===== src/rtl/acc_feeder.sv =====
// Buffers numbers in a small FIFO and feeds them to an accumulator core as spaced
// valid_o strobes framed by run_o, with a trailing run window and a done pulse.
module acc_feeder #(
    parameter int IN_DATA_WIDTH = 8,
    parameter int FIFO_DEPTH    = 8,
    parameter int CNT_WIDTH     = 8,
    parameter int GAP           = 2,
    parameter int TAIL          = 4
) (
    input  logic                         clk,
    input  logic                         reset,
    input  logic                         wr_valid_i,
    input  logic [IN_DATA_WIDTH-1:0]     wr_data_i,
    output logic                         wr_ready_o,
    input  logic                         start_i,
    input  logic [CNT_WIDTH-1:0]         len_i,
    output logic                         run_o,
    output logic                         valid_o,
    output logic [IN_DATA_WIDTH-1:0]     number_o,
    output logic                         busy_o,
    output logic                         done_o,
    output logic [$clog2(FIFO_DEPTH):0]  fifo_count_o
);

    localparam int AW = $clog2(FIFO_DEPTH);
    localparam int CW = AW + 1;
    localparam int GW = $clog2(GAP + 1);
    localparam int TW = $clog2(TAIL + 1);

    typedef enum logic [1:0] {IDLE, ISSUE, TAIL_WAIT, DONE} state_t;

    state_t                   state_q, state_d;
    logic [IN_DATA_WIDTH-1:0] mem [FIFO_DEPTH];
    logic [AW-1:0]            wrPtr_q, rdPtr_q;
    logic [CW-1:0]            count_q, count_d;
    logic [CNT_WIDTH-1:0]     remain_q, remain_d;
    logic [GW-1:0]            gap_q, gap_d;
    logic [TW-1:0]            tail_q, tail_d;
    logic                     valid_q;
    logic [IN_DATA_WIDTH-1:0] number_q;
    logic                     push, pop;

    assign wr_ready_o   = (count_q != CW'(FIFO_DEPTH));
    assign push         = wr_valid_i && wr_ready_o;
    assign fifo_count_o = count_q;
    assign valid_o      = valid_q;
    assign number_o     = number_q;

    always_comb begin
        count_d = count_q;
        case ({push, pop})
            2'b10:   count_d = count_q + CW'(1);
            2'b01:   count_d = count_q - CW'(1);
            default: count_d = count_q;
        endcase
    end

    // Storage carries no reset; emptiness is tracked purely by the count.
    always_ff @(posedge clk) begin
        if (push) begin
            mem[wrPtr_q] <= wr_data_i;
        end
    end

    always_ff @(posedge clk or posedge reset) begin
        if (reset) begin
            state_q  <= IDLE;
            wrPtr_q  <= '0;
            rdPtr_q  <= '0;
            count_q  <= '0;
            remain_q <= '0;
            gap_q    <= '0;
            tail_q   <= '0;
            valid_q  <= 1'b0;
            number_q <= '0;
        end else begin
            state_q  <= state_d;
            count_q  <= count_d;
            remain_q <= remain_d;
            gap_q    <= gap_d;
            tail_q   <= tail_d;
            valid_q  <= pop;
            if (push) begin
                wrPtr_q <= wrPtr_q + AW'(1);
            end
            if (pop) begin
                rdPtr_q  <= rdPtr_q + AW'(1);
                number_q <= mem[rdPtr_q];
            end
        end
    end

    // Gap counter is reloaded on each pop so the next pop lands GAP+1 cycles later.
    always_comb begin
        state_d  = state_q;
        remain_d = remain_q;
        gap_d    = (gap_q != '0) ? gap_q - GW'(1) : gap_q;
        tail_d   = tail_q;
        pop      = 1'b0;
        case (state_q)
            IDLE: begin
                if (start_i) begin
                    if (len_i != '0) begin
                        state_d  = ISSUE;
                        remain_d = len_i;
                        gap_d    = '0;
                    end else begin
                        state_d = DONE;
                    end
                end
            end
            ISSUE: begin
                if (count_q != '0 && gap_q == '0) begin
                    pop      = 1'b1;
                    gap_d    = GW'(GAP);
                    remain_d = remain_q - CNT_WIDTH'(1);
                    if (remain_q == CNT_WIDTH'(1)) begin
                        state_d = TAIL_WAIT;
                        tail_d  = TW'(TAIL);
                    end
                end
            end
            TAIL_WAIT: begin
                if (tail_q == '0) begin
                    state_d = DONE;
                end else begin
                    tail_d = tail_q - TW'(1);
                end
            end
            DONE: begin
                state_d = IDLE;
            end
            default: state_d = IDLE;
        endcase
    end

    always_comb begin
        run_o  = (state_q == ISSUE) || (state_q == TAIL_WAIT);
        busy_o = (state_q != IDLE);
        done_o = (state_q == DONE);
    end

endmodule


===== config.mk =====
export PLATFORM = sky130hd
export DESIGN_NAME = acc_feeder
export DESIGN_NICKNAME = d
export VERILOG_FILES = /design/src/rtl/acc_feeder.sv
export SDC_FILE = /design/constraint.sdc
export NUM_CORES = 1
export LEC_CHECK = 0
export CORE_MARGIN = 3
export CORE_UTILIZATION = 40
export CTS_BUF_LIST = sky130_fd_sc_hd__clkbuf_16
export CTS_CLUSTER_SIZE = 40
export DETAILED_ROUTE_END_ITERATION = 12
export PLACE_DENSITY = 0.69
export SETUP_SLACK_MARGIN = 0.02
export SLEW_MARGIN = 25
export SYNTH_ARGS = -nofsm -noshare
export SYNTH_HDL_FRONTEND = slang
export SYNTH_SLANG_ARGS = --single-unit

===== constraint.sdc =====
create_clock -name clk -period 2.9 [get_ports clk]
set_clock_uncertainty 0.15 [all_clocks]
set_input_delay 0.58 -clock clk [delete_from_list [all_inputs] [get_ports clk]]
set_output_delay 0.58 -clock clk [all_outputs]
set_load 0.01 [all_outputs]

After elaboration in Yosys (flattened, before gate mapping)
Memory sizes are Yosys's and may differ from the RTL's. A register that Yosys moved wholly into a read port is not among the register bits.
Cells that the tools add are included.
{"block": "classes", "mux": 24, "bitwise_logic": 0, "order_cmp": 0, "n_eq_ne": 13, "n_reduce_logical": 16, "n_mul": 0, "n_addsub": 7, "div_mod_pow": 0, "shifts": 0}
{"operator": "8-bit 2-to-1 mux", "count": 3}
{"operator": "2-bit 2-to-1 mux", "count": 9}
{"operator": "8-bit one-hot mux with 2 select lines", "count": 1}
{"operator": "2-bit inequality test, second input constant", "count": 6}
{"operator": "4-bit AND reduction", "count": 3}
{"operator": "2-bit nonzero test", "count": 5}
{"operator": "3-bit 2-to-1 mux", "count": 3}
{"operator": "8-bit by 1-bit == test with 1-bit output, second input constant", "count": 1}
{"operator": "2-bit one-hot mux with 4 select lines", "count": 1}
{"operator": "4-bit one-hot mux with 2 select lines", "count": 1}
{"operator": "8-bit nonzero test", "count": 1}
{"operator": "8-bit by 1-bit subtractor with 8-bit output, second input constant", "count": 1}
{"operator": "3-bit by 1-bit adder with 3-bit output, second input constant", "count": 2}
{"operator": "2-bit == test, second input constant", "count": 3}
{"operator": "3-bit one-hot mux with 2 select lines", "count": 1}
{"operator": "4-bit by 1-bit adder with 4-bit output, second input constant", "count": 1}
{"operator": "2-bit by 1-bit == test with 1-bit output, second input constant", "count": 2}
{"operator": "2-bit logical NOT", "count": 2}
{"operator": "1-bit 2-to-1 mux", "count": 4}
{"operator": "4-bit inequality test, second input constant", "count": 1}
{"operator": "2-bit one-hot mux with 2 select lines", "count": 1}
{"operator": "4-bit nonzero test", "count": 1}
{"operator": "4-bit by 1-bit subtractor with 4-bit output, second input constant", "count": 1}
{"operator": "3-bit logical NOT", "count": 1}
{"operator": "4 further kinds", "count": 5}
{"block": "totals", "mem_count": 1, "rom_bits": 0, "out_inout_bits": 17, "elab_cells": 69, "inputBits": 20, "reg_bits": 26, "ram_bits": 64, "latch_bits": 0}
{"name": "mem", "words": 8, "width": 8, "rd": 1, "rd_clocked_by_memory_dff": 1, "write_ports": 1, "line": "33", "text": "logic [IN_DATA_WIDTH-1:0] mem [FIFO_DEPTH];"}

Longest topological paths before layout
{"block": "depth", "ltp_word": 6, "ltp_mapped": 12, "mapped_depth_nobuf": 11}

Worst setup path before layout
No wires, ideal clock.
{"block": "synth_path", "path_kind": "reg-to-reg", "start": "register count_q[1] (netlist: fifo_count_o[1])", "end": "register count_q[2] (netlist: fifo_count_o[2])", "period_less_slack_ps": 2528, "path_buffers": 1, "t_arrival_ps": 2245, "slack_ps": 372, "stages_incl_launch_ff": 13, "required_ps": 2617, "setup_ps": 133, "path_cell_list": "dfrtp_1 > buf_2 > nor4_4 > nor3_4 > nand2_2 > inv_2 > ha_1 > xor2_1 > ha_1 > a21oi_1 > xor2_1 > nor2_1 > xor2_1"}
{"block": "synth_between", "elab_chain_cells": 6, "word_cells_on_any_way": 12, "classes_between": "add/sub: 2; eq/ne: 3; mux: 3; reduce/logical: 4"}
{"item": "start, declared", "line": "35", "text": "logic [CW-1:0] count_q, count_d;"}
{"item": "start signal, assigned", "line": "78", "text": "count_q <= count_d;"}
{"item": "4-bit nonzero test (*)", "line": "113", "text": "if (count_q != '0 && gap_q == '0) begin"}
{"item": "1-bit logical AND (*)", "line": "113"}
{"item": "1-bit 2-to-1 mux (*)", "line": "113"}
{"item": "1-bit 2-to-1 mux (*)", "line": "100", "text": "case (state_q)"}
{"item": "net pop", "line": "41", "text": "logic push, pop;"}
{"item": "2-bit by 1-bit == test with 1-bit output / 2-bit == test (equally long branches)", "line": "51", "text": "case ({push, pop})"}
{"item": "4-bit one-hot mux with 2 select lines / 2-bit nonzero test (equally long branches)"}
Mark *: on every way through the listed nets, which the timed path passes. The rest lies on a longest branch.
A chain may end at the register's enable or synchronous reset.

Worst setup path in the final report
Ends and elaborated chain as after synthesis.

==> results.sh <==
export IMPL_synth_top_area_share_pct=43.89
export IMPL_antenna_found_initial=0
export IMPL_required_ns=2.97
export IMPL_fp_coreArea_um2=10460
export IMPL_finalCriticalPeriod_ns=2.579
export IMPL_syn_area_um2=4379
export IMPL_dp_cells=473
export IMPL_synth_nets=331
export IMPL_rsz0062_at_grt="no"
export IMPL_grt_overflow_total=0
export IMPL_setup_tns_ns=0
export IMPL_fin_cells=489
export IMPL_die_area_um2=12240
export IMPL_fin_nets=381
export IMPL_synth_area_per_cell_um2=14.70
export IMPL_die_h_um=110.6
export IMPL_synth_area_leaders="edfxtp_1, dfrtp_1, mux4_2"
export IMPL_ctsResizeCount=0
export IMPL_hold_path_class="register to register"
export IMPL_yosys_warnings=0
export IMPL_drive_gt1_share_pct=18.41
export IMPL_syn_inst=298
export IMPL_drcViolationCount=0
export IMPL_ys_ff_latch=98
export IMPL_finalWeightedCongestion=0.8549
export IMPL_max_freq_mhz=387.7
export IMPL_cp_end_kind="register"
export IMPL_leakage_nw=1.986
export IMPL_rows=37
export IMPL_synthArstFlopShare_pct=34.69
export IMPL_cts_setup_buffers=0
export IMPL_irDropWorstVdd_uv=504.4
export IMPL_postRouteAntennaNets=0
export IMPL_path_clk_slew_ns=0.07
export IMPL_viasPerCell=5.241
export IMPL_fill_cells=893
export IMPL_critPathMaxStageDelay_ns=0.50
export IMPL_cts_hold_buf=0
export IMPL_wl_per_cell_um=16.50
export IMPL_clockBufferDepth=2
export IMPL_dp_hpwl_um=5408
export IMPL_route_vias_total=2563
export IMPL_critical_path_arrival_ns=2.65
export IMPL_grt_util_all_layers_pct=13.74
export IMPL_cts_sinks=98
export IMPL_cts_buffers=9
export IMPL_status="completed"
export IMPL_crit_buf_inv=1
export IMPL_p_comb_share_pct=37.9
export IMPL_synth_edf_count=64
export IMPL_netlist_cell_type_count=54
export IMPL_placed_area_um2=4964
export IMPL_ys_flop_type="edfxtp_1"
export IMPL_grt_pass1_wl_um=13250
export IMPL_path_cells="nor4_4 -> nor3_4 -> nand2_2 -> inv_2 -> ha_1 -> xor2_1 -> ha_1 -> a21oi_1 -> xor2_1 -> nor2_1 -> xor2_1"
export IMPL_path_delay_family="simple AND/OR/NAND/NOR gates"
export IMPL_slew_headroom_pct=48.77
export IMPL_switching_share_pct=34.73
export IMPL_grt_pass1_vias=2587
export IMPL_routed_wl_um=8069
export IMPL_cp_start_kind="register"
export IMPL_ff_latch_area_um2=2773
export IMPL_hold_viol_final=0
export IMPL_p_per_area_nw_per_um2=1062
export IMPL_power_frac_seq_pct=39.8
export IMPL_ios=37
export IMPL_rrSetupSlack_ns=0.32
export IMPL_crit_top_cell="xor2_1"
export IMPL_port_buffers=36
export IMPL_p_int_mw=3.660
export IMPL_drt_iter0_markers=172
export IMPL_multi_input_area_um2=1499
export IMPL_setup_viol=0
export IMPL_grt_max_degree=35
export IMPL_area_delta_synth_final_pct=20.60
export IMPL_crit_fanout=9
export IMPL_drv_cap=0
export IMPL_clockPowerShare_pct=22.3
export IMPL_slowest_stage="dfrtp_1"
export IMPL_firstDrtPassIters=4
export IMPL_drv_slew=0
export IMPL_start_util_pct=41.86
export IMPL_tightestPinTransition_ns=0.7685
export IMPL_clk_insertion_delay_late_ns=0.34
export IMPL_p_sw_mw=1.947
export IMPL_cts_htree_levels=3
export IMPL_antenna_cells=0
export IMPL_die_width_um=110.6
export IMPL_post_route_period_util_pct=88.94
export IMPL_final_cell_area_um2=5281
export IMPL_yosys_area_top_type="edfxtp_1"
export IMPL_cts_tree="yes"
export IMPL_path_class="register to register"
export IMPL_cts_root_buf="clkbuf_16"
export IMPL_synth_seq_area_share_pct=63.31
[layer usage]
metal	global-route usage, %	share of wire (%)
met5	0	0
met4	5.911	1.4
met3	2.411	2.8
met2	22.41	50
met1	18.12	46
[path summary, 6_finish.rpt]
path                            startpoint              end  cells past startpoint
min reg2reg                    number_o[3]      number_o[3]                      2
min in group asynchronous            reset      remain_q[0]                      3
min                            number_o[3]      number_o[3]                      2
max                        fifo_count_o[1]  fifo_count_o[2]                     11
max reg2reg                fifo_count_o[1]  fifo_count_o[2]                     11
max in group asynchronous            reset         gap_q[1]                      3
[layout make-up]
class	instances	area share [%]
well taps	136	3.222
multi-input cells	174	28.38
flip-flops and latches	98	52.50
clock buffers	9	4.264
repair buffers	50	8.813
clock inverters	7	1.753
inverters	15	1.066
[stage by stage]
step | util (%) | power [mW] | setup WS, ns | hold slack [ns]
finish | 50.48 | 5.608 | 0.3208 | 0.3399
global route | 50.48 | 5.993 | 0.1088 | 0.3669
CTS | 50.48 | 5.672 | 0.3154 | 0.3399
detailed placement | 47.44 | 4.429 | 0.2254 | 0.3231
global placement | 47.44 | 4.366 | 0.2984 | 0.3154
floorplan | - | 3.710 | 0.3717 | 0.3139
[sequential cells by signal (all words and copies together) (netlist names)]
name / cells
fifo_count_o: 4
wrPtr_q: 3
state_q: 2
valid_o: 1
rdPtr_q: 3
gap_q: 2
mem: 64
remain_q: 8
number_o: 8
tail_q: 3
[cells by family (layout without fill, tap and decap cells)]
kind of cell	Yosys count	after routing	share of synthesized area, %
DFF	98	98	63.31
and+or+nand+nor	70	70	9.029
AOI/OAI and AO/OA	51	51	7.915
muxes	31	31	11.77
buffers and inverters	26	81	2.457
adders and majority gates	13	13	3.714
xor gates and xnor gates	9	9	1.800
[placed cells by master (no fill, tap or decap), drive strengths merged, types with 3 or more instances in the layout]
cell type	count
clkdlybuf4s50	36
xnor2	5
clkbuf	9
ha	13
and2	3
a221oi	3
xor2	4
nand2b	3
nor3	6
nand2	23
mux2i	11
nor2	14
a31oi	3
buf	14
nor4	4
o21ai	20
o22a	4
mux2	4
edfxtp	64
inv	19
mux4	16
dfrtp	34
nand3	7
a21oi	9
[power groups by stage]
stage | sequential [mW] | combinational, mW | clock (mW)
3_5_place_dp | 2.27 | 2.16 | 0
4_1_cts | 2.24 | 2.16 | 1.27
5_1_grt | 2.29 | 2.37 | 1.33
2_1_floorplan | 2.14 | 1.57 | 0
6_report | 2.23 | 2.13 | 1.25
3_3_place_gp | 2.25 | 2.12 | 0
[tightest hold or removal path: cells and delay by family, from the launching register on]
| kind | cells | cell delay [ns] |
|---|---|---|
| flip-flops | 1 | 0.35 |
| AO/OA/AOI/OAI | 1 | 0.06 |
| AND/OR/NAND/NOR | 1 | 0.05 |
[synth_stat cells (4+ instances only)]
cell type	number
nand2_1	22
ha_1	13
nor2_1	14
edfxtp_1	64
mux2i_1	11
nor3_1	5
xnor2_1	5
nand3_1	7
inv_1	14
buf_2	4
dfrtp_1	34
a21oi_1	8
mux2_2	4
o21ai_0	18
mux4_2	16
xor2_1	4
Note: power is estimated with default switching activity, not from simulation.
